## config.mk

```make
export PLATFORM = sky130hd
export DESIGN_NAME = instr_encoder
export DESIGN_NICKNAME = d
export VERILOG_FILES = /design/src/rtl/arm_pkg.sv /design/src/rtl/instr_pack.sv /design/src/rtl/instr_encoder.sv
export SDC_FILE = /design/constraint.sdc
export NUM_CORES = 1
export LEC_CHECK = 0
export ABC_AREA = 1
export CORE_MARGIN = 4
export CORE_UTILIZATION = 40
export DETAILED_ROUTE_END_ITERATION = 6
export GPL_TIMING_DRIVEN = 0
export HOLD_SLACK_MARGIN = 0.06
export PLACE_DENSITY = 0.79
export SYNTH_ARGS = -nofsm -noshare
export SYNTH_HDL_FRONTEND = slang
export SYNTH_SLANG_ARGS = --single-unit
```

## constraint.sdc

```tcl
create_clock -name clk -period 3.4 [get_ports clk]
set_clock_uncertainty 0.05 [all_clocks]
set_input_delay 0.34 -clock clk [delete_from_list [all_inputs] [get_ports clk]]
set_output_delay 0.34 -clock clk [all_outputs]
set_load 0.02 [all_outputs]
```

## src/rtl/arm_pkg.sv

```systemverilog
// Shared ARM encoding definitions for the instruction encoder slice.
// Contents:
//   kind_t   descriptor kinds (values 5-7 are illegal and have no enumerator)
//   alu_t    data-processing operation selector
//   CMD_*    ARM data-processing opcode field values for bits [24:21]
//   OP_*     ARM major op field values for bits [27:26]
//   cmd_of   maps an alu selector onto its opcode field
package arm_pkg;

    typedef enum logic [2:0] {
        DP_IMM = 3'd0,
        DP_REG = 3'd1,
        LDR    = 3'd2,
        STR    = 3'd3,
        B      = 3'd4
    } kind_t;

    typedef enum logic [1:0] {
        ADD = 2'b00,
        SUB = 2'b01,
        AND = 2'b10,
        ORR = 2'b11
    } alu_t;

    localparam logic [3:0] CMD_ADD = 4'b0100;
    localparam logic [3:0] CMD_SUB = 4'b0010;
    localparam logic [3:0] CMD_AND = 4'b0000;
    localparam logic [3:0] CMD_ORR = 4'b1100;

    localparam logic [1:0] OP_DP  = 2'b00;
    localparam logic [1:0] OP_MEM = 2'b01;
    localparam logic [1:0] OP_B   = 2'b10;

    function automatic logic [3:0] cmd_of(input logic [1:0] alu);
        logic [3:0] cmd;
        case (alu)
            ADD:     cmd = CMD_ADD;
            SUB:     cmd = CMD_SUB;
            AND:     cmd = CMD_AND;
            default: cmd = CMD_ORR;
        endcase
        return cmd;
    endfunction

endpackage

```

## src/rtl/instr_pack.sv

```systemverilog
// Purely combinational descriptor packer: turns one instruction descriptor into a
// 32-bit ARM machine word and flags descriptors that cannot be encoded.
// Ports:
//   kind/cond/alu/s/rd/rn/rm/imm  descriptor fields (see arm_pkg for kind/alu values)
//   word                          encoded instruction (0 when illegal)
//   illegal                       kind 5-7, or immediate too wide for its form
module instr_pack
    import arm_pkg::*;
(
    input  logic [2:0]  kind,
    input  logic [3:0]  cond,
    input  logic [1:0]  alu,
    input  logic        s,
    input  logic [3:0]  rd,
    input  logic [3:0]  rn,
    input  logic [3:0]  rm,
    input  logic [23:0] imm,
    output logic [31:0] word,
    output logic        illegal
);

    logic [3:0] cmd;

    always_comb begin
        cmd     = cmd_of(alu);
        word    = '0;
        illegal = 1'b0;
        case (kind)
            DP_IMM: begin
                word    = {cond, OP_DP, 1'b1, cmd, s, rn, rd, 4'b0000, imm[7:0]};
                illegal = |imm[23:8];
            end
            DP_REG: begin
                word = {cond, OP_DP, 1'b0, cmd, s, rn, rd, 8'h00, rm};
            end
            LDR, STR: begin
                // Pre-indexed, add offset, word access, no writeback; L distinguishes load.
                word    = {cond, OP_MEM, 1'b0, 1'b1, 1'b1, 1'b0, 1'b0, (kind == LDR),
                           rn, rd, imm[11:0]};
                illegal = |imm[23:12];
            end
            B: begin
                word = {cond, OP_B, 2'b10, imm};
            end
            default: begin
                illegal = 1'b1;
            end
        endcase
        if (illegal) begin
            word = '0;
        end
    end

endmodule

```

## src/rtl/instr_encoder.sv

```systemverilog
// Program loader: accepts a stream of instruction descriptors, encodes each into an
// ARM word and writes it sequentially into instruction memory from a base address.
// Ports:
//   clk, reset            clock; asynchronous active-low reset
//   cfg_start/base/len    run configuration (start honoured only when idle or done)
//   in_valid/in_ready     descriptor handshake; in_* descriptor fields
//   imem_we/gnt/addr/wd   memory write request, held stable until granted
//   busy                  run in progress
//   done                  one-cycle pulse on run completion
//   err                   sticky illegal-descriptor flag, cleared on start
module instr_encoder
    import arm_pkg::*;
#(
    parameter int unsigned LENW = 8
) (
    input  logic            clk,
    input  logic            reset,
    input  logic            cfg_start,
    input  logic [31:0]     cfg_base,
    input  logic [LENW-1:0] cfg_len,
    input  logic            in_valid,
    output logic            in_ready,
    input  logic [2:0]      in_kind,
    input  logic [3:0]      in_cond,
    input  logic [1:0]      in_alu,
    input  logic            in_s,
    input  logic [3:0]      in_rd,
    input  logic [3:0]      in_rn,
    input  logic [3:0]      in_rm,
    input  logic [23:0]     in_imm,
    output logic            imem_we,
    input  logic            imem_gnt,
    output logic [31:0]     imem_addr,
    output logic [31:0]     imem_wd,
    output logic            busy,
    output logic            done,
    output logic            err
);

    typedef enum logic [1:0] {StIdle, StRun, StDone} state_t;

    state_t          state_q, state_d;
    logic [LENW-1:0] accepted_q, accepted_d;
    logic [LENW-1:0] len_q, len_d;
    logic [31:0]     ptr_q, ptr_d;
    logic            we_q, we_d;
    logic [31:0]     addr_q, addr_d;
    logic [31:0]     wd_q, wd_d;
    logic            err_q, err_d;
    logic            done_q, done_d;

    logic [31:0] pack_word;
    logic        pack_illegal;
    logic        accept;
    logic        unused_base;

    assign unused_base = ^cfg_base[1:0];

    instr_pack u_pack (
        .kind    (in_kind),
        .cond    (in_cond),
        .alu     (in_alu),
        .s       (in_s),
        .rd      (in_rd),
        .rn      (in_rn),
        .rm      (in_rm),
        .imm     (in_imm),
        .word    (pack_word),
        .illegal (pack_illegal)
    );

    // The output register may refill in the same cycle it is granted.
    assign in_ready = (state_q == StRun) && (accepted_q < len_q) && (!we_q || imem_gnt);
    assign accept   = in_valid && in_ready;

    always_comb begin
        state_d    = state_q;
        accepted_d = accepted_q;
        len_d      = len_q;
        ptr_d      = ptr_q;
        we_d       = we_q;
        addr_d     = addr_q;
        wd_d       = wd_q;
        err_d      = err_q;
        done_d     = 1'b0;

        if (we_q && imem_gnt) begin
            we_d = 1'b0;
        end

        case (state_q)
            StIdle, StDone: begin
                if (cfg_start) begin
                    len_d      = cfg_len;
                    accepted_d = '0;
                    ptr_d      = {cfg_base[31:2], 2'b00};
                    err_d      = 1'b0;
                    if (cfg_len == '0) begin
                        state_d = StDone;
                        done_d  = 1'b1;
                    end else begin
                        state_d = StRun;
                    end
                end
            end
            StRun: begin
                if (accept) begin
                    accepted_d = accepted_q + 1'b1;
                    if (pack_illegal) begin
                        err_d = 1'b1;
                    end else begin
                        we_d   = 1'b1;
                        wd_d   = pack_word;
                        addr_d = ptr_q;
                        ptr_d  = ptr_q + 32'd4;
                    end
                end
                // Use next-state values so done follows the final grant/consume directly.
                if ((accepted_d == len_q) && !we_d) begin
                    state_d = StDone;
                    done_d  = 1'b1;
                end
            end
            default: begin
                state_d = StIdle;
            end
        endcase
    end

    always_ff @(posedge clk or negedge reset) begin
        if (!reset) begin
            state_q    <= StIdle;
            accepted_q <= '0;
            len_q      <= '0;
            ptr_q      <= '0;
            we_q       <= 1'b0;
            addr_q     <= '0;
            wd_q       <= '0;
            err_q      <= 1'b0;
            done_q     <= 1'b0;
        end else begin
            state_q    <= state_d;
            accepted_q <= accepted_d;
            len_q      <= len_d;
            ptr_q      <= ptr_d;
            we_q       <= we_d;
            addr_q     <= addr_d;
            wd_q       <= wd_d;
            err_q      <= err_d;
            done_q     <= done_d;
        end
    end

    assign imem_we   = we_q;
    assign imem_addr = addr_q;
    assign imem_wd   = wd_q;
    assign busy      = (state_q == StRun);
    assign done      = done_q;
    assign err       = err_q;

endmodule

```

### Yosys cells after proc, flatten, opt, wreduce, memory -nomap -nowiden

Cells that the tools add are included.

| storage, ports and cells | value |
|---|---|
| register bits | 117 |
| latch bits | 0 |
| RAM bits | 0 |
| memory bits (read-only) | 0 |
| bits of input ports | 91 |
| word-level logic and storage cells | 79 |
| memories kept | 0 |

| operators by class | value |
|---|---|
| add/sub/neg operators | 2 |
| multiply operators | 0 |
| div/mod/pow operators | 0 |
| $lt $le $gt $ge | 1 |
| equal/unequal tests | 14 |
| shift operators | 0 |
| muxes and demuxes | 28 |
| bitwise operators | 1 |
| reductions and logical operators | 24 |

Operator list:

| operator | count |
|---|---|
| one-hot mux 32 bit (4 select lines) | 1 |
| 2-to-1 mux 32 bit | 3 |
| one-hot mux 32 bit (2 select lines) | 1 |
| adder 32 x 3 -> 32 bit, second input constant | 1 |
| 2-to-1 mux 8 bit | 3 |
| one-hot mux 8 bit (2 select lines) | 1 |
| OR reduction 16 bit | 1 |
| one-hot mux 4 bit (3 select lines) | 1 |
| OR reduction 12 bit | 1 |
| 2-to-1 mux 1 bit | 11 |
| adder 8 x 1 -> 8 bit, second input constant | 1 |
| == test 8 bit | 1 |
| logical NOT 8 bit | 1 |
| < comparator 8 bit | 1 |
| AND reduction 4 bit | 2 |
| == test 3 x 2 -> 1 bit, second input constant | 2 |
| 2-to-1 mux 2 bit | 3 |
| != test 2 x 1 -> 1 bit, second input constant | 3 |
| AND reduction 2 bit | 3 |
| OR reduction 2 bit | 3 |
| logical AND 1 bit | 5 |
| == test 2 x 1 -> 1 bit, second input constant | 2 |
| == test 2 bit, second input constant | 2 |
| logical NOT 2 bit | 2 |
| 12 further kinds | 15 |

### Depth between registers and ports, before layout

Gate-level depths: netlist of run 1.

| depth | value |
|---|---|
| depth in word-level cells | 10 |
| gate-level depth with buffers | 21 |

### Modules after synthesis

From an unflattened synthesis of run 1, not the netlist that was laid out.

| unflattened totals | value |
|---|---|
| cells, all modules | 847 |
| area, all modules | 6376.1 um^2 |

Modules (own cells, without submodules):

| module | instances | cells each | area an instance (um^2) | sequential area each (um^2) |
|---|---|---|---|---|
| instr_encoder | 1 | 715 | 5701.7 | 2827.7 |
| instr_pack | 1 | 132 | 674.4 | 0.0 |

### Worst setup path after synthesis of run 1

OpenSTA, ideal clock, no wires.

| timing | value |
|---|---|
| path kind | reg2reg |
| start point | register accepted_q[3] |
| end point | register state_q[0] |
| setup time | 0.123 ns |
| data arrival time | 1.955 ns |
| required time | 3.227 ns |
| setup slack | 1.272 ns |
| cell stages (with the launch flop) | 17 |
| clock period less this slack | 2.128 ns |
| path through | dfrtp_1 > ha_1 > a21oi_1 > nand2_1 > nand2_1 > nand2_1 > nand2_1 > nand3_2 > buf_4 > nand2_1 > nand2_1 > nand2_1 > nand3_1 > nor2_1 > nand2_1 > nand2_1 > o21ai_1 |

| on the way | value |
|---|---|
| word-level cells in the longest chain between the ends | 10 |
| elaborated cells on any way between the ends | 14 |
| classes of those cells | add/sub: 1; order compare: 1; eq/ne: 2; mux: 4; reduce/logical: 6 |

RTL lines:

| what | line | RTL |
|---|---|---|
| start, declared | instr_encoder.sv:43 | `logic [LENW-1:0] accepted_q, accepted_d;` |
| start signal, assigned | instr_encoder.sv:143 | `accepted_q <= accepted_d;` |
| < comparator 8 bit | instr_encoder.sv:73 | `assign in_ready = (state_q == StRun) && (accepted_q < len_q) && (!we_q \|\| imem_gnt);` |
| logical AND 1 bit (2 in series) | instr_encoder.sv:73 |  |
| logical AND 1 bit | instr_encoder.sv:74 | `assign accept = in_valid && in_ready;` |
| 2-to-1 mux 8 bit or 2-to-1 mux 1 bit (tied branches) | instr_encoder.sv:107 | `if (accept) begin` |
| 2-to-1 mux 8 bit or 2-to-1 mux 1 bit (tied branches) | instr_encoder.sv:91 | `case (state_q)` |
| == test 8 bit or logical NOT 1 bit (tied branches) | instr_encoder.sv:119 | `if ((accepted_d == len_q) && !we_d) begin` |
| logical AND 1 bit * | instr_encoder.sv:119 |  |
| != test 2 x 1 -> 1 bit (no source line) * | - |  |
| AND reduction 2 bit (no source line) * | - |  |
| end signal, assigned | instr_encoder.sv:132 | `state_q <= StIdle;` |
| end signal, assigned | instr_encoder.sv:142 | `state_q <= state_d;` |
| end, declared | instr_encoder.sv:42 | `state_t state_q, state_d;` |

Mark *: on every way between the ends. The rest lies on a longest branch, timed or not. The select of a mux whose other input is x is not followed.
A chain may end at the register's enable or synchronous reset.

### Worst setup path in the final report of run 1

| timing | value |
|---|---|
| start point | register accepted_q[3] |
| end point | output port in_ready |

| on the way | value |
|---|---|
| word-level cells in the longest chain between the ends | 3 |

RTL lines:

| what | line | RTL |
|---|---|---|
| < comparator 8 bit | instr_encoder.sv:73 |  |
| logical AND 1 bit (2 in series) | instr_encoder.sv:73 |  |
| end, declared | instr_encoder.sv:22 | `output logic in_ready,` |

Every way passes these cells.

==> results of run 1 <==
routing by layer:
| metal | global-route usage [%] | part of all wire, % | wire length (um) | vias to the layer above |
|---|---|---|---|---|
| li1 | - | - | - | 2835 |
| met1 | 27.1 | 43 | 7870 | 2735 |
| met2 | 36.7 | 49 | 8840 | 201 |
| met3 | 4.80 | 7.0 | 1270 | 15 |
| met4 | 7.32 | 1.1 | 203 | 0 |
| met5 | 0 | 0 | 0 | - |
registers in the layout (all words and copies together), names as in the netlist:
register,flops
state_q,2
done,1
ptr_q,30
imem_wd,32
accepted_q,8
imem_addr,30
len_q,8
err,1
imem_we,1
layout make-up:
type	count	share of cell area, %
plain buffers	36	2.00
inverters	76	3.35
clock inverters	9	1.82
clock buffers	22	5.57
repair buffers	157	18.7
multi-input cells	537	32.6
well taps	184	2.71
flip-flops and latches	113	33.2
logic make-up (layout without fill, tap and decap cells):
family / count (synthesis) / in the layout
buffers and inverters: 112 / 300
other: 1 / 2
xor gates and xnor gates: 30 / 30
DFF: 113 / 113
and+or+nand+nor: 375 / 375
AOI/OAI and AO/OA: 119 / 119
adders and majority gates: 11 / 11
critical path, delay by kind of cell, from the launching register on:
family	cells	cell delay [ns]
AOI/OAI and AO/OA	1	0.15
and+or+nand+nor	5	0.39
buffers and inverters	3	0.88
DFF	1	0.46
adders and majority gates	1	0.34
what timing repair did:
| item | in CTS | in global routing |
|---|---|---|
| endpoints found under the hold margin | 20 | 0 |
| resized for setup | 0 | 0 |
| hold buffers | 1 | 0 |
how the worst max path moves through the flow:
stage / end / slack (ns) / cells after the start
global placement: imem_addr[28]$_DFFE_PN0P_ / -2.56 / 1
finish: in_ready / 0.37 / 10
global route: in_ready / 0.23 / 10
detailed placement: imem_addr[13]$_DFFE_PN0P_ / 0.51 / 12
floorplan: state_q[0]$_DFFE_PN0P_ / 1.27 / 16
CTS: in_ready / 0.36 / 10
through the flow:
stage	hold WS, ns	setup WS [ns]	area (um^2)	std cells	TNS (ns)
floorplan	-0.00559	1.27	6060	762	0
finish	0.289	0.371	8510	1134	0
CTS	0.280	0.364	8510	1134	0
global route	0.315	0.226	8510	1134	0
global placement	0.403	-2.56	7840	1101	-288.51
detailed placement	0.157	0.513	7870	1102	0
cells in the final DEF, fill, tap and decap left out, drive strengths merged, types with 2 or more instances in the layout:
master,netlist,routed
nand4,16,16
clkbuf,18,40
a32o,4,4
conb,1,2
nand3,54,54
nor4,2,2
o211ai,7,7
inv,75,75
ha,11,11
xnor2,2,2
a22oi,2,2
clkinv,1,5
nor2,67,67
o21ai,66,66
clkdlybuf4s50,0,154
nor3,8,8
a31oi,21,21
bufinv,0,4
xor2,28,28
dfrtp,113,113
nand2,225,225
o22ai,7,7
a21oi,7,7
buf,18,20
power breakdown:
| part | internal [mW] | switching (mW) | leakage, nW | total [mW] |
|---|---|---|---|---|
| clock | 1.28 | 0.610 | 0.306 | 1.89 |
| combinational | 1.46 | 2.12 | 2.20 | 3.57 |
| sequential | 1.94 | 0.480 | 1.42 | 2.42 |
| total | 4.67 | 3.21 | 3.92 | 7.88 |
==> out/results.md, run 1 <==
| Quantity | This run | Unit |
|:---|:---|:---|
| Run status | complete, no violations | - |
| Dominant cell by count in the synthesized netlist | sky130_fd_sc_hd__nand2_1 | - |
| Vias after detailed routing | 5786 | - |
| Final Util | 57.9 | % |
| Number of DRC markers after the initial detailed-route iteration | 385 | - |
| Transition at the pin with the smallest max-transition slack | 0.666 | ns |
| Share of cells above drive strength 1 | 8.53 | % |
| Nature of the critical path startpoint | register | - |
| Die boundary width | 131 | um |
| Post-detailed-routing wire length | 18.2 | mm |
| Vert. Die Dim | 131 | um |
| Type of element capturing the critical path | primary output | - |
| Area of the core | 14700 | um^2 |
| Async set or reset register ratio after synthesis | 100 | % |
| Initial core utilization | 41.2 | % |
| Compound-gate portion of the synthesized area | 11.5 | % |
| Area enclosed by the die boundary | 17200 | um^2 |
| Mean Syn Cell Area | 7.96 | um^2 |
| Global route total overflow | 0 | - |
| Library cell occupying the most area in the post-synthesis netlist | sky130_fd_sc_hd__dfrtp_1 | - |
| Post-route ant nets | 0 | - |
| Worst relative slew slack | 55.6 | % |
| Unrepaired setup endpoints after global routing | false | - |
| Combined area of all synthesized cells | 6050 | um^2 |
| Count of filler cells inserted in the layout | 1292 | - |
| Antenna violations before repair | 0 | - |
| FF+latch area | 2830 | um^2 |
| CTS Root Cell | sky130_fd_sc_hd__clkbuf_16 | - |
| Wire length per cell after detailed routing | 16.0 | um |
| Pwr/cell area | 926 | nW/um^2 |
| Post-CTS Setup Repair Bufs | 0 | - |
| Count of boundary I/O pins | 160 | - |
| Top cells by instance count after synthesis | sky130_fd_sc_hd__nand2_1 (223), sky130_fd_sc_hd__dfrtp_1 (113), sky130_fd_sc_hd__inv_1 (67) | - |
| Max incr delay on CP | 0.59 | ns |
| Required time of the critical path | 3.01 | ns |
| Shortest clock period the worst path allows after layout | 3.03 | ns |
| CP Launch Point | accepted_q[3]$_DFFE_PN0P_ | - |
| Tot Pwr | 7.88 | mW |
| Max-cap violations | 0 | - |
| GRT Overall Usage | 21.6 | % |
| Worst r2r path cells | 14 | - |
| Count of input and output buffers | 155 | - |
| Largest cells by area after synthesis | sky130_fd_sc_hd__dfrtp_1 (47%), sky130_fd_sc_hd__nand2_1 (14%), sky130_fd_sc_hd__inv_1 (4.2%), sky130_fd_sc_hd__xor2_1 (4.1%), sky130_fd_sc_hd__nand3_1 (4.0%) | - |
| Via count of the first global-routing pass | 5739 | - |
| Largest driver fanout on the critical path | 10 | - |
| Post-synthesis cell count | 761 | - |
| Seq/Total Area, Yosys | 46.7 | % |
| Reg2Reg Setup Slack | 0.70 | ns |
| Reported leakage power | 3.92 | nW |
| Multi-input combinational cell area | 2780 | um^2 |
| Data arrival time of the worst path | 2.64 | ns |
| Cell chain of the critical path | ha_1 > a21oi_1 > nand2_1 > nand2_1 > nand2_1 > nand2_1 > buf_2 > nand2_1 > inv_1 > clkdlybuf4s50_1 | - |
| Clock tree buffer depth | 2 | - |
| Slowest library cell on the worst path | sky130_fd_sc_hd__clkdlybuf4s50_1 | - |
| Portion of netlist area occupied by mux cells | 0 | % |
| Clock network latency to the later pin of the worst-skew pair | 0.41 | ns |
| Number of register bits inferred by synthesis | 113 | - |
| FF-to-FF End | imem_addr[12]$_DFFE_PN0P_ | - |
| Fraction of synthesized cell area in xor and xnor cells | 4.34 | % |
| Yosys warns | 0 | - |
| TritonCTS clock tree | done | - |
| Max Slew Vio Count | 0 | - |
| Final weighted congestion in routability-driven placement | 0.865 | - |
| First-pass GRT wire length | 28.7 | mm |
| Simple-Gate Fraction of Synth Area | 27.6 | % |
| Main combinational cell family by area after synthesis | simple AND/OR/NAND/NOR gates | - |
| DRC violation count after routing | 0 | - |
| Type of the worst setup path | reg2out | - |
| Achievable clock frequency | 330 | MHz |
| H-tree depth reported by CTS | 4 | - |
| Top-area cell type share of the netlist area | 46.7 | % |
| Most numerous cell on the critical path | sky130_fd_sc_hd__nand2_1 | - |
| Final hold viol count | 0 | - |
| Area grow syn2layout | 40.5 | % |
| Most instantiated flip-flop cell in the synthesis netlist | sky130_fd_sc_hd__dfrtp_1 | - |
| Total of endpoints with negative setup slack in the final report | 0 | - |
| Half-perimeter wire length of the detailed placement result | 13.5 | mm |
| Pin count of the biggest net entering global routing | 94 | - |
| Clock transition at the register clock pins on the worst setup and hold paths after CTS | 0.05 | ns |
| Count of cell types in the netlist | 43 | - |
| Origin of the critical flop-to-flop path | accepted_q[3]$_DFFE_PN0P_ | - |
| Min-delay worst type | in2async | - |
| Adder-Cell Fraction of Synth Area | 2.27 | % |
| Count of antenna diodes in the layout | 0 | - |
| Placement row count | 44 | - |
| Detail-routed via count per cell | 5.10 | - |
| Total clock sinks | 113 | - |
| Length of the first detailed-routing pass in iterations | 5 | - |
| Fraction of the cycle the final worst path needs | 89.1 | % |
| Maximum vdd drop | 0.495 | mV |
| Num CTS Buffers | 17 | - |
| Net count of the finished layout | 1040 | - |
| Count of flip-flops with a built-in enable after synthesis | 0 | - |
(Power assumes the default switching activity.)
==> inputs of run 2 (changes only) <==
--- a/config.mk
+++ b/config.mk
@@ -7,11 +7,12 @@
 export LEC_CHECK = 0
 export ABC_AREA = 1
 export CORE_MARGIN = 4
-export CORE_UTILIZATION = 40
+export CORE_UTILIZATION = 30
 export DETAILED_ROUTE_END_ITERATION = 6
 export GPL_TIMING_DRIVEN = 0
 export HOLD_SLACK_MARGIN = 0.06
-export PLACE_DENSITY = 0.79
+export PLACE_DENSITY = 0.65
+export REMOVE_ABC_BUFFERS = 1
 export SYNTH_ARGS = -nofsm -noshare
 export SYNTH_HDL_FRONTEND = slang
 export SYNTH_SLANG_ARGS = --single-unit
==> run 2 against run 1 <==
Die area up 31%. Largest cell class unchanged. Final area shrank 0.79%. Final cell count grew 4.4%.
==> out/results.md, run 2 (synthesis results as in run 1) <==
| Quantity | This run | Unit |
|:---|:---|:---|
| Run status | complete, no violations | - |
| H-tree depth reported by CTS | 4 | - |
| DRC violation count after routing | 0 | - |
| Pwr/cell area | 897 | nW/um^2 |
| Achievable clock frequency | 317 | MHz |
| Most numerous cell on the critical path | sky130_fd_sc_hd__nand2_1 | - |
| Most frequent cells in the layout | sky130_fd_sc_hd__nand2_1 (222), sky130_fd_sc_hd__clkdlybuf4s50_1 (154), sky130_fd_sc_hd__dfrtp_1 (113) | - |
| Sequential group share of total power | 31.7 | % |
| Num CTS Buffers | 17 | - |
| Half-perimeter wire length of the detailed placement result | 12.2 | mm |
| Max-cap violations | 0 | - |
| Final weighted congestion in routability-driven placement | 0.805 | - |
| Worst path top cell family by delay | buffers and inverters | - |
| Count of input and output buffers | 155 | - |
| Switching share of power | 42.4 | % |
| Unrepaired setup endpoints after global routing | false | - |
| Clock network latency to the later pin of the worst-skew pair | 0.41 | ns |
| Part of the power in the clock network | 22.3 | % |
| Nature of the critical path startpoint | register | - |
| Area enclosed by the die boundary | 22500 | um^2 |
| Initial core utilization | 30.8 | % |
| Max incr delay on CP | 0.59 | ns |
| Final hold viol count | 0 | - |
| Length of the first detailed-routing pass in iterations | 5 | - |
| Vias after detailed routing | 5595 | - |
| Global route total overflow | 0 | - |
| Worst hold slack | 0.297 | ns |
| Total clock sinks | 113 | - |
| Wire length per cell after detailed routing | 15.4 | um |
| Vert. Die Dim | 150 | um |
| Post-route ant nets | 0 | - |
| Share of cells above drive strength 1 | 7.62 | % |
| Transition at the pin with the smallest max-transition slack | 1.24 | ns |
| Maximum vdd drop | 0.456 | mV |
| Fraction of the cycle the final worst path needs | 92.9 | % |
| Origin of the critical flop-to-flop path | state_q[0]$_DFFE_PN0P_ | - |
| Via count of the first global-routing pass | 5512 | - |
| Shortest clock period the worst path allows after layout | 3.16 | ns |
| Internal power of the cells | 4.37 | mW |
| Largest driver fanout on the critical path | 42 | - |
| Area of the core | 19700 | um^2 |
| Worst relative slew slack | 17.2 | % |
| TritonCTS clock tree | done | - |
| Slowest library cell on the worst path | sky130_fd_sc_hd__clkdlybuf4s50_1 | - |
| Min-delay worst type | in2async | - |
| Flip-flop count of the largest register, all copies and words added | 32 | - |
| Data arrival time of the worst path | 2.77 | ns |
| Cell chain of the critical path | nand2_4 > clkinv_8 > nand2_1 > a21oi_4 > nand2_1 > inv_1 > clkdlybuf4s50_1 | - |
| CP Launch Point | state_q[0]$_DFFE_PN0P_ | - |
| Detail-routed via count per cell | 4.73 | - |
| Critical path buffer and inverter count | 3 | - |
| Post-detailed-routing wire length | 18.3 | mm |
| Reported net switching power | 3.21 | mW |
| Max Slew Vio Count | 0 | - |
| Antenna violations before repair | 1 | - |
| Die boundary width | 150 | um |
| Reg2Reg Setup Slack | 0.35 | ns |
| Final Util | 42.9 | % |
| Tot Pwr | 7.57 | mW |
| Combinational share of power | 46.0 | % |
| Area grow syn2layout | 39.4 | % |
| Count of boundary I/O pins | 160 | - |
| First-pass GRT wire length | 28.4 | mm |
| Type of the worst setup path | reg2out | - |
| Pin count of the biggest net entering global routing | 93 | - |
| Net count of the finished layout | 1008 | - |
| Total of endpoints with negative setup slack in the final report | 0 | - |
| Required time of the critical path | 3.01 | ns |
| Clock tree buffer depth | 2 | - |
| CTS Root Cell | sky130_fd_sc_hd__clkbuf_16 | - |
| Area post-placement | 7800 | um^2 |
| Type of element capturing the critical path | primary output | - |
| Clock transition at the register clock pins on the worst setup and hold paths after CTS | 0.06 | ns |
| Number of DRC markers after the initial detailed-route iteration | 296 | - |
| Count of antenna diodes in the layout | 0 | - |
| Reported leakage power | 3.81 | nW |
| Placement row count | 51 | - |
| Design area | 8440 | um^2 |
| Commonest non-fill, non-tap cell in the layout | sky130_fd_sc_hd__nand2_1 | - |
| GRT Overall Usage | 16.2 | % |
## run 2: cell count changes in the layout (fill, tap and decap cells not counted), moves of 2 or more
cell                         previous run  this run
sky130_fd_sc_hd__clkinvlp_4             1         3
sky130_fd_sc_hd__inv_2                  8         5
sky130_fd_sc_hd__bufinv_16              4         1
sky130_fd_sc_hd__clkbuf_1              20         1
sky130_fd_sc_hd__clkinv_2               2         5
sky130_fd_sc_hd__buf_2                 13         0
sky130_fd_sc_hd__inv_6                  0         2
sky130_fd_sc_hd__clkbuf_8               3         1
sky130_fd_sc_hd__buf_4                  5         2
## run 2: area by class of cell
type                            count  area, um^2
Fill cell                        1982       11200
Sequential cell                   113        2830
Multi-Input combinational cell    539        2820
Timing Repair Buffer              159        1610
Clock buffer                       19         443
Tap cell                          265         332
Inverter                           76         305
Clock inverter                     13         113
## run 2: routing by layer
layer	routed length [um]	part of all wire, %	GRT usage, %
met3	1430	7.8	4.69
met5	20	0.11	0
met4	195	1.1	4.99
met1	8280	45	20.8
met2	8340	46	26.4
## run 2: final timing paths
check,endpoint,depth (start not counted)
worst max-delay path,in_ready,7
worst min-delay path,imem_wd[1]$_DFFE_PN0P_,2
worst max register to register,ptr_q[23]$_DFFE_PN0P_,10
worst min register to register,imem_addr[29]$_DFFE_PN0P_,2
max in group asynchronous,ptr_q[8]$_DFFE_PN0P_,3
min in group clk,imem_addr[29]$_DFFE_PN0P_,2
## run 2: metrics by stage
step | setup TNS [ns] | cells | worst slack [ns]
6_report | 0 | 1184 | 0.241
5_1_grt | 0 | 1184 | 0.00441
4_1_cts | 0 | 1184 | 0.0232
3_5_place_dp | -215.75 | 1147 | -2.45
3_3_place_gp | -542.81 | 1146 | -2.84
2_1_floorplan | -26.05 | 726 | -0.462
## run 2: repair_timing
item                                    CTS  global route
resized for setup                        10             3
gates cloned                              2             0
endpoints found under the setup margin  107            80
pin swaps                                 1             0
hold buffers                              1             0
setup buffers                             2             0
hold endpoints to repair                 21             0
## run 2: power by group through the flow
stage	Combinational, mW	Sequential, mW	Clock, mW
after detailed placement	3.43	2.42	0
after floorplan	1.72	2.73	0
final	3.48	2.40	1.69
after CTS	3.50	2.41	1.73
after global placement	3.39	2.40	0
after global routing	3.89	2.50	1.79
==> inputs of run 3 (changes only) <==
--- a/config.mk
+++ b/config.mk
@@ -6,7 +6,6 @@
 export NUM_CORES = 1
 export LEC_CHECK = 0
 export ABC_AREA = 1
-export CORE_MARGIN = 4
 export CORE_UTILIZATION = 30
 export DETAILED_ROUTE_END_ITERATION = 6
 export GPL_TIMING_DRIVEN = 0
==> run 3 against run 2 <==
Combinational power is essentially flat. Fmax grew 0.73%. Critical endpoint unchanged. Register-to-register slack is essentially flat. Largest power group unchanged. Sequential share of layout area fell by 0.44 points. Die area down 7.8%.
==> out/results.md, run 3 (synthesis results as in run 1) <==
| Quantity | This run | Unit |
|:---|:---|:---|
| Commonest non-fill, non-tap cell in the layout | sky130_fd_sc_hd__nand2_1 | - |
| H-tree depth reported by CTS | 4 | - |
| Data arrival time of the worst path | 2.75 | ns |
| Num CTS Buffers | 17 | - |
| Global route total overflow | 0 | - |
| Die boundary width | 144 | um |
| Via count of the first global-routing pass | 5495 | - |
| Most frequent cells in the layout | sky130_fd_sc_hd__nand2_1 (222), sky130_fd_sc_hd__clkdlybuf4s50_1 (154), sky130_fd_sc_hd__dfrtp_1 (113) | - |
| Max incr delay on CP | 0.59 | ns |
| Type of the worst setup path | reg2out | - |
| Vert. Die Dim | 144 | um |
| Count of input and output buffers | 155 | - |
| Shortest clock period the worst path allows after layout | 3.14 | ns |
| Required time of the critical path | 3.01 | ns |
| Clock tree buffer depth | 2 | - |
| Wire length per cell after detailed routing | 15.1 | um |
| Final hold viol count | 0 | - |
| Worst relative slew slack | 20.5 | % |
| Net count of the finished layout | 1008 | - |
| Initial core utilization | 30.8 | % |
| Clock transition at the register clock pins on the worst setup and hold paths after CTS | 0.06 | ns |
| Run status | complete, no violations | - |
| Pwr/cell area | 921 | nW/um^2 |
| Total clock sinks | 113 | - |
| Share of cells above drive strength 1 | 7.63 | % |
| Unrepaired setup endpoints after global routing | false | - |
| Transition at the pin with the smallest max-transition slack | 1.19 | ns |
| Area grow syn2layout | 41.2 | % |
| Most numerous cell on the critical path | sky130_fd_sc_hd__nand2_1 | - |
| Fraction of the cycle the final worst path needs | 92.2 | % |
| Cell chain of the critical path | nand2_4 > clkinv_8 > nand2_1 > a21oi_4 > nand2_1 > inv_1 > clkdlybuf4s50_1 | - |
| Worst path top cell family by delay | buffers and inverters | - |
| Slowest library cell on the worst path | sky130_fd_sc_hd__clkdlybuf4s50_1 | - |
| Type of element capturing the critical path | primary output | - |
| Tot Pwr | 7.88 | mW |
| Half-perimeter wire length of the detailed placement result | 12.0 | mm |
| Maximum vdd drop | 0.464 | mV |
| Total of endpoints with negative setup slack in the final report | 0 | - |
| Final weighted congestion in routability-driven placement | 0.829 | - |
| TritonCTS clock tree | done | - |
| Post-detailed-routing wire length | 17.9 | mm |
| Pin count of the biggest net entering global routing | 84 | - |
| Count of boundary I/O pins | 160 | - |
| First-pass GRT wire length | 28.0 | mm |
| Flip-flop count of the largest register, all copies and words added | 32 | - |
| DRC violation count after routing | 0 | - |
| Length of the first detailed-routing pass in iterations | 4 | - |
| CTS Root Cell | sky130_fd_sc_hd__clkbuf_16 | - |
| Min-delay worst type | in2async | - |
| Nature of the critical path startpoint | register | - |
| Max-cap violations | 0 | - |
| Reported leakage power | 3.87 | nW |
| Largest driver fanout on the critical path | 42 | - |
| Clock network latency to the later pin of the worst-skew pair | 0.42 | ns |
| Placement row count | 51 | - |
| Critical path buffer and inverter count | 3 | - |
| Post-route ant nets | 0 | - |
| Detail-routed via count per cell | 4.71 | - |
| Max Slew Vio Count | 0 | - |
| Vias after detailed routing | 5572 | - |
| GRT Overall Usage | 18.0 | % |
| Number of DRC markers after the initial detailed-route iteration | 298 | - |
| Area of the core | 19700 | um^2 |
| Antenna violations before repair | 1 | - |
| Total Neg Setup Slack | 0 | ns |
| Area enclosed by the die boundary | 20800 | um^2 |
| Achievable clock frequency | 319 | MHz |
[run 3: cell count changes in the layout (fill, tap and decap cells not counted), sizes merged]
cell / before / now
bufinv: 1 / 4
clkbuf: 19 / 23
clkinv: 10 / 5
clkinvlp: 3 / 2
diode: 0 / 1
inv: 75 / 73
[run 3: final timing paths]
path                                             to                       from  cells past startpoint  slack [ns]
min in group clk             imem_wd[3]$_DFFE_PN0P_     imem_wd[3]$_DFFE_PN0P_                      2        0.42
setup / recovery                           in_ready     state_q[0]$_DFFE_PN0P_                      7        0.26
setup reg to reg           imem_addr[5]$_DFFE_PN0P_  accepted_q[3]$_DFFE_PN0P_                     13        0.35
max in group asynchronous  imem_addr[8]$_DFFE_PN0P_                      reset                      3        2.20
hold reg to reg              imem_wd[3]$_DFFE_PN0P_     imem_wd[3]$_DFFE_PN0P_                      2        0.42
hold / removal               imem_wd[3]$_DFFE_PN0P_                      reset                      2        0.40
[run 3: per-stage QoR]
stage	hold WS (ns)	area (um^2)	util [%]	std cells	setup WS, ns
floorplan	-0.00559	5890	-	726	-0.462
global route	0.434	8550	43.5	1183	0.0357
detailed placement	0.305	7800	39.7	1147	-2.41
CTS	0.416	8530	43.4	1183	0.0443
global placement	0.403	7770	39.5	1146	-2.82
finish	0.403	8550	43.5	1184	0.264
[run 3: area by class of cell]
| type | count | area (um^2) |
|---|---|---|
| antenna | 1 | 2.50 |
| clock buffer | 23 | 508 |
| clock inverter | 8 | 149 |
| fill | 1998 | 11100 |
| inverter | 76 | 313 |
| multi-input combinational | 539 | 2820 |
| sequential | 113 | 2830 |
| tap | 265 | 332 |
| timing repair buffer | 159 | 1610 |
[run 3: where the power goes]
group          internal (mW)  total [mW]  switching [mW]  leakage (nW)
logic                   1.41        3.50            2.09          2.13
registers               1.94        2.40           0.460          1.42
clock network           1.34        1.98           0.643         0.317
[run 3: per-layer routing]
metal	wire, um	global-route usage [%]	part of all wire [%]
met5	0	0	0
met4	335	7.73	1.9
met3	1430	5.23	8.0
met2	8180	30.3	46
met1	7920	21.3	44
[run 3: repair_timing]
item | in CTS | in global routing
hold buffers | 1 | 0
endpoints found under the setup margin | 107 | 86
resized for setup | 10 | 5
pin swaps | 1 | 0
hold endpoints to repair | 56 | 0
cloned | 2 | 0
setup buffers | 2 | 0
